===== src/rtl/inst_encoder.sv =====
// MIPS-style instruction encoder feeding instruction memory through a 4-deep FIFO.
// Optional ENC_ILLEGAL_CHECK_EN: flag and drop req_op 13-15 instead of encoding as ADD.
module inst_encoder (
  input  logic        clk,
  input  logic        rst,
  input  logic        start,
  input  logic [31:0] base_addr,
  input  logic        req_valid,
  output logic        req_ready,
  input  logic [3:0]  req_op,
  input  logic [4:0]  req_rs,
  input  logic [4:0]  req_rt,
  input  logic [4:0]  req_rd,
  input  logic [25:0] req_imm,
  input  logic        req_last,
  output logic        mem_we,
  input  logic        mem_ready,
  output logic [31:0] mem_addr,
  output logic [31:0] mem_wdata,
  output logic        done,
  output logic [15:0] words_written,
  output logic        err_illegal
);

  typedef enum logic [1:0] {
    IDLE,
    RUN,
    DRAIN,
    DONE
  } state_t;

  state_t      state, state_n;
  logic [31:0] fifo [4];
  logic [1:0]  wp, rp;
  logic [2:0]  cnt;
  logic [31:0] word;
  logic [25:0] rfmt, ifmt;
  logic        accept, push, pop, load;

  assign rfmt = {req_rs, req_rt, req_rd, 5'h00, 6'h00} >> 6;
  assign ifmt = {req_rs, req_rt, req_imm[15:0]};

  always_comb begin
    word = {6'h00, rfmt[19:0], 6'h20};
    unique case (req_op)
      4'd0:    word = {6'h00, rfmt[19:0], 6'h20};
      4'd1:    word = {6'h00, rfmt[19:0], 6'h22};
      4'd2:    word = {6'h00, rfmt[19:0], 6'h24};
      4'd3:    word = {6'h00, rfmt[19:0], 6'h25};
      4'd4:    word = {6'h00, rfmt[19:0], 6'h2A};
      4'd5:    word = {6'h00, req_rs, 15'h0000, 6'h08};
      4'd6:    word = {6'h08, ifmt};
      4'd7:    word = {6'h0A, ifmt};
      4'd8:    word = {6'h23, ifmt};
      4'd9:    word = {6'h2B, ifmt};
      4'd10:   word = {6'h04, ifmt};
      4'd11:   word = {6'h02, req_imm};
      4'd12:   word = {6'h03, req_imm};
      default: word = {6'h00, rfmt[19:0], 6'h20};
    endcase
  end

  assign req_ready = (state == RUN) && (cnt < 3'd4);
  assign accept    = req_valid && req_ready;
  assign mem_we    = ((state == RUN) || (state == DRAIN)) && (cnt != 3'd0);
  assign pop       = mem_we && mem_ready;
  assign load      = start && (state == IDLE);
  assign done      = (state == DONE);
  assign mem_wdata = (cnt != 3'd0) ? fifo[rp] : 32'h0;

`ifdef ENC_ILLEGAL_CHECK_EN
  logic bad;
  assign bad  = (req_op > 4'd12);
  assign push = accept && !bad;

  always_ff @(posedge clk) begin
    if (rst)
      err_illegal <= 1'b0;
    else if (load)
      err_illegal <= 1'b0;
    else if (accept && bad)
      err_illegal <= 1'b1;
  end
`else
  assign push        = accept;
  assign err_illegal = 1'b0;
`endif

  always_ff @(posedge clk) begin
    if (push)
      fifo[wp] <= word;
  end

  always_ff @(posedge clk) begin
    if (rst) begin
      wp  <= 2'd0;
      rp  <= 2'd0;
      cnt <= 3'd0;
    end else begin
      if (push)
        wp <= wp + 2'd1;
      if (pop)
        rp <= rp + 2'd1;
      cnt <= cnt + {2'b00, push} - {2'b00, pop};
    end
  end

  always_ff @(posedge clk) begin
    if (rst) begin
      mem_addr      <= 32'h0;
      words_written <= 16'h0;
    end else if (load) begin
      mem_addr      <= base_addr;
      words_written <= 16'h0;
    end else if (pop) begin
      mem_addr      <= mem_addr + 32'd4;
      words_written <= words_written + 16'd1;
    end
  end

  always_ff @(posedge clk) begin
    if (rst)
      state <= IDLE;
    else
      state <= state_n;
  end

  always_comb begin
    state_n = state;
    unique case (state)
      IDLE:  if (start) state_n = RUN;
      RUN:   if (accept && req_last) state_n = DRAIN;
      DRAIN: if (cnt == 3'd0) state_n = DONE;
      DONE:  state_n = IDLE;
      default: state_n = IDLE;
    endcase
  end

endmodule


===== config.mk =====
export PLATFORM = sky130hd
export DESIGN_NAME = inst_encoder
export DESIGN_NICKNAME = d
export VERILOG_FILES = /design/src/rtl/inst_encoder.sv
export SDC_FILE = /design/constraint.sdc
export NUM_CORES = 1
export LEC_CHECK = 0
export BUFFER_PORTS_ARGS = -buffer_cell sky130_fd_sc_hd__buf_4
export CAP_MARGIN = 20
export CORE_ASPECT_RATIO = 1.25
export CORE_MARGIN = 10
export CORE_UTILIZATION = 55
export CTS_CLUSTER_DIAMETER = 50
export DETAILED_ROUTE_END_ITERATION = 12
export GPL_ROUTABILITY_DRIVEN = 0
export PLACE_DENSITY = 0.82
export SETUP_SLACK_MARGIN = 0.4
export SLEW_MARGIN = 20
export SYNTH_ARGS = -nofsm -noshare
export SYNTH_HDL_FRONTEND = slang
export SYNTH_SLANG_ARGS = --single-unit

===== constraint.sdc =====
create_clock -name clk -period 3.57 [get_ports clk]
set_input_delay 0.5355 -clock clk [delete_from_list [all_inputs] [get_ports clk]]
set_output_delay 0.5355 -clock clk [all_outputs]
set_load 0.02 [all_outputs]

==> flow_summary.json <==
{
  "regArea_um2": 4910,
  "maxSlewHeadroom_pct": 31.7,
  "die_h_um": 158,
  "synth-seq-cells": 183,
  "final_common_cell": "buf_4",
  "io_pins": 167,
  "grt_pass1_wl_mm": 33.4,
  "totalWireLength_mm": 21.2,
  "fin_area_um2": 10400,
  "cts_setup_buffers": 0,
  "post-route-util_pct": 69.6,
  "via_per_inst": 6.06,
  "end_kind": "primary output",
  "dp.cells": 993,
  "grt_overflow": 0,
  "clock_sinks": 183,
  "die-area_um2": 20600,
  "syn_avg_cell_area_um2": 12.5,
  "wl_per_cell_um": 20.6,
  "min_delay_path_depth": 2,
  "synth_cell_types": 61,
  "pwr_density_cell_nw_per_um2": 665,
  "ys.flop_type": "edfxtp_1",
  "p_total_mw": 6.92,
  "place_hpwl_mm": 14.7,
  "antenna_found_initial": 0,
  "grt_pass1_vias": 6588,
  "ant_nets": 0,
  "cp_data_arrival_time_ns": 2.21,
  "cts_tree": "done",
  "ir_worst_vdd_uv": 383,
  "rsz0062_at_grt": "no",
  "first_iter_violations": 459,
  "grt_max_degree": 56,
  "fin_skew_ns": 0.00998,
  "postPlaceCellArea_um2": 9770,
  "dr.pass1.iters": 5,
  "maxSlewViolCount": 0,
  "layout.nets": 927,
  "die_w_um": 130,
  "synthCells": 672,
  "status": "completed",
  "period_share_pct": 77.0,
  "synth-edff-count": 124,
  "syn-cell-area_um2": 8380,
  "whs_ns": 0.351,
  "fillerInstances": 1053,
  "clockRootBuffer": "clkbuf_16",
  "clk_latency_ns": 0.43,
  "worstReg2RegStart": "state[0]",
  "grt_usage_pct": 20.7,
  "htree_num_levels": 4,
  "crit_fanout": 31,
  "setup_viol": 0,
  "port_buffers": 164,
  "final_cell_mix": "buf_4 (174), edfxtp_1 (124), nor2_1 (61), dfxtp_1 (58), nand2_1 (57)",
  "max_freq_mhz": 364,
  "cap_violations": 0,
  "syn_to_final_growth_pct": 24.2,
  "clk_pin_slew_ns": 0.07,
  "drc": 0,
  "hold_path.class": "in2reg",
  "start_util_pct": 56.0,
  "multi_input_area_um2": 3270,
  "vias": 6210,
  "core-area_um2": 15000,
  "antenna_cells": 0,
  "place_ws_ns": 1.05,
  "worstMarginPinSlew_ns": 1.02,
  "cts_inserted_buffers": 17,
  "hp-start": "base_addr[18]",
  "ys_warn_count": 0,
  "fin_crit_ns": 2.75,
  "fin_cells": 1025,
  "core.rowCount": 50,
  "seq_area_frac_synth_pct": 58.5,
  "p_leak_nw": 3.84,
  "start_kind": "flop",
  "setup_tns_ns": 0,
  "crit_required_ns": 3.03,
  "worst-setup-path-type": "reg2out",
  "cts_buffer_depth": 2,
  "post_cts_resized": 0,
  "reg2reg_depth": 7,
  "async_reset_ff_share_pct": 0,
  "hold_buffers": 0,
  "setup_ws_ns": 0.822,
  "drive_gt1_share_pct": 29.9,
  "finalHoldViolations": 0
}
kinds of logic after synthesis:
logic type / Yosys count / share of synthesized area, %
compound gates: 87 / 7.95
xor+xnor: 23 / 2.40
fa+ha+maj: 14 / 2.18
buf+inv: 52 / 2.52
flops: 183 / 58.5
mux: 43 / 9.86
other cells: 1 / 0.0448
simple gates: 269 / 16.5
synth_stat cells, types with 3 or more instances:
cell	number	area share, %
nand2b_1	4	0.30
xnor2_1	15	1.6
ha_1	13	1.9
nand4_1	16	1.2
a31oi_1	3	0.22
buf_1	4	0.18
a21oi_1	10	0.60
inv_1	14	0.63
buf_4	3	0.27
and2_1	39	2.9
o21ai_0	15	0.90
nor2b_1	9	0.67
nand3_1	18	1.1
nor2_1	61	2.7
edfxtp_1	124	44
a311oi_1	13	1.4
xor2_1	8	0.84
nor4_1	22	1.6
buf_2	3	0.18
and3_1	5	0.37
nor3_1	8	0.48
or3_1	13	0.97
mux2_2	6	0.81
or4_1	4	0.36
dfxtp_1	59	14
clkbuf_1	25	1.1
a211oi_1	11	0.99
a32o_1	6	0.72
mux2i_1	6	0.72
and4_1	5	0.52
o31a_1	3	0.31
mux4_2	31	8.3
o221a_2	5	0.67
nand2_1	57	2.6
report_power, final:
group	internal (mW)	total, mW	switching, mW
Sequential	2.50	2.70	0.202
Clock	1.20	2.02	0.825
Combinational	0.921	2.20	1.27
worst max-delay path, stage by stage, from the launching register on:
cell	delay, ns
dfxtp_2	0.31
buf_4	0.51
mux4_2	0.62
and2_1	0.19
buf_4	0.16
sequential cells by signal, indices dropped and copies added, names as in the netlist, named ones only:
register       cells
rp                 2
mem_addr          32
fifo             124
words_written     16
wp                 2
cnt                3
state              2
cell type report:
type | instances | area share [%]
sequential | 183 | 47.1
multi-input combinational | 438 | 31.4
timing repair buffer | 174 | 12.5
clock buffer | 18 | 4.12
tap | 182 | 2.19
clock inverter | 14 | 2.06
inverter | 16 | 0.577
per-layer routing:
layer,global-route usage (%),vias to the layer above,part of all wire [%]
met1,23.0,3043,38
li1,-,2881,-
met3,7.33,25,9.2
met4,6.68,0,1.2
met2,36.0,261,52
met5,0,-,0
worst paths after layout:
kind                       endpoint  slack, ns
setup / recovery      mem_wdata[20]       0.82
hold / removal         mem_addr[18]       0.35
setup reg to reg  words_written[15]       0.99
hold reg to reg         mem_addr[0]       0.46
(Power assumes the default switching activity.)
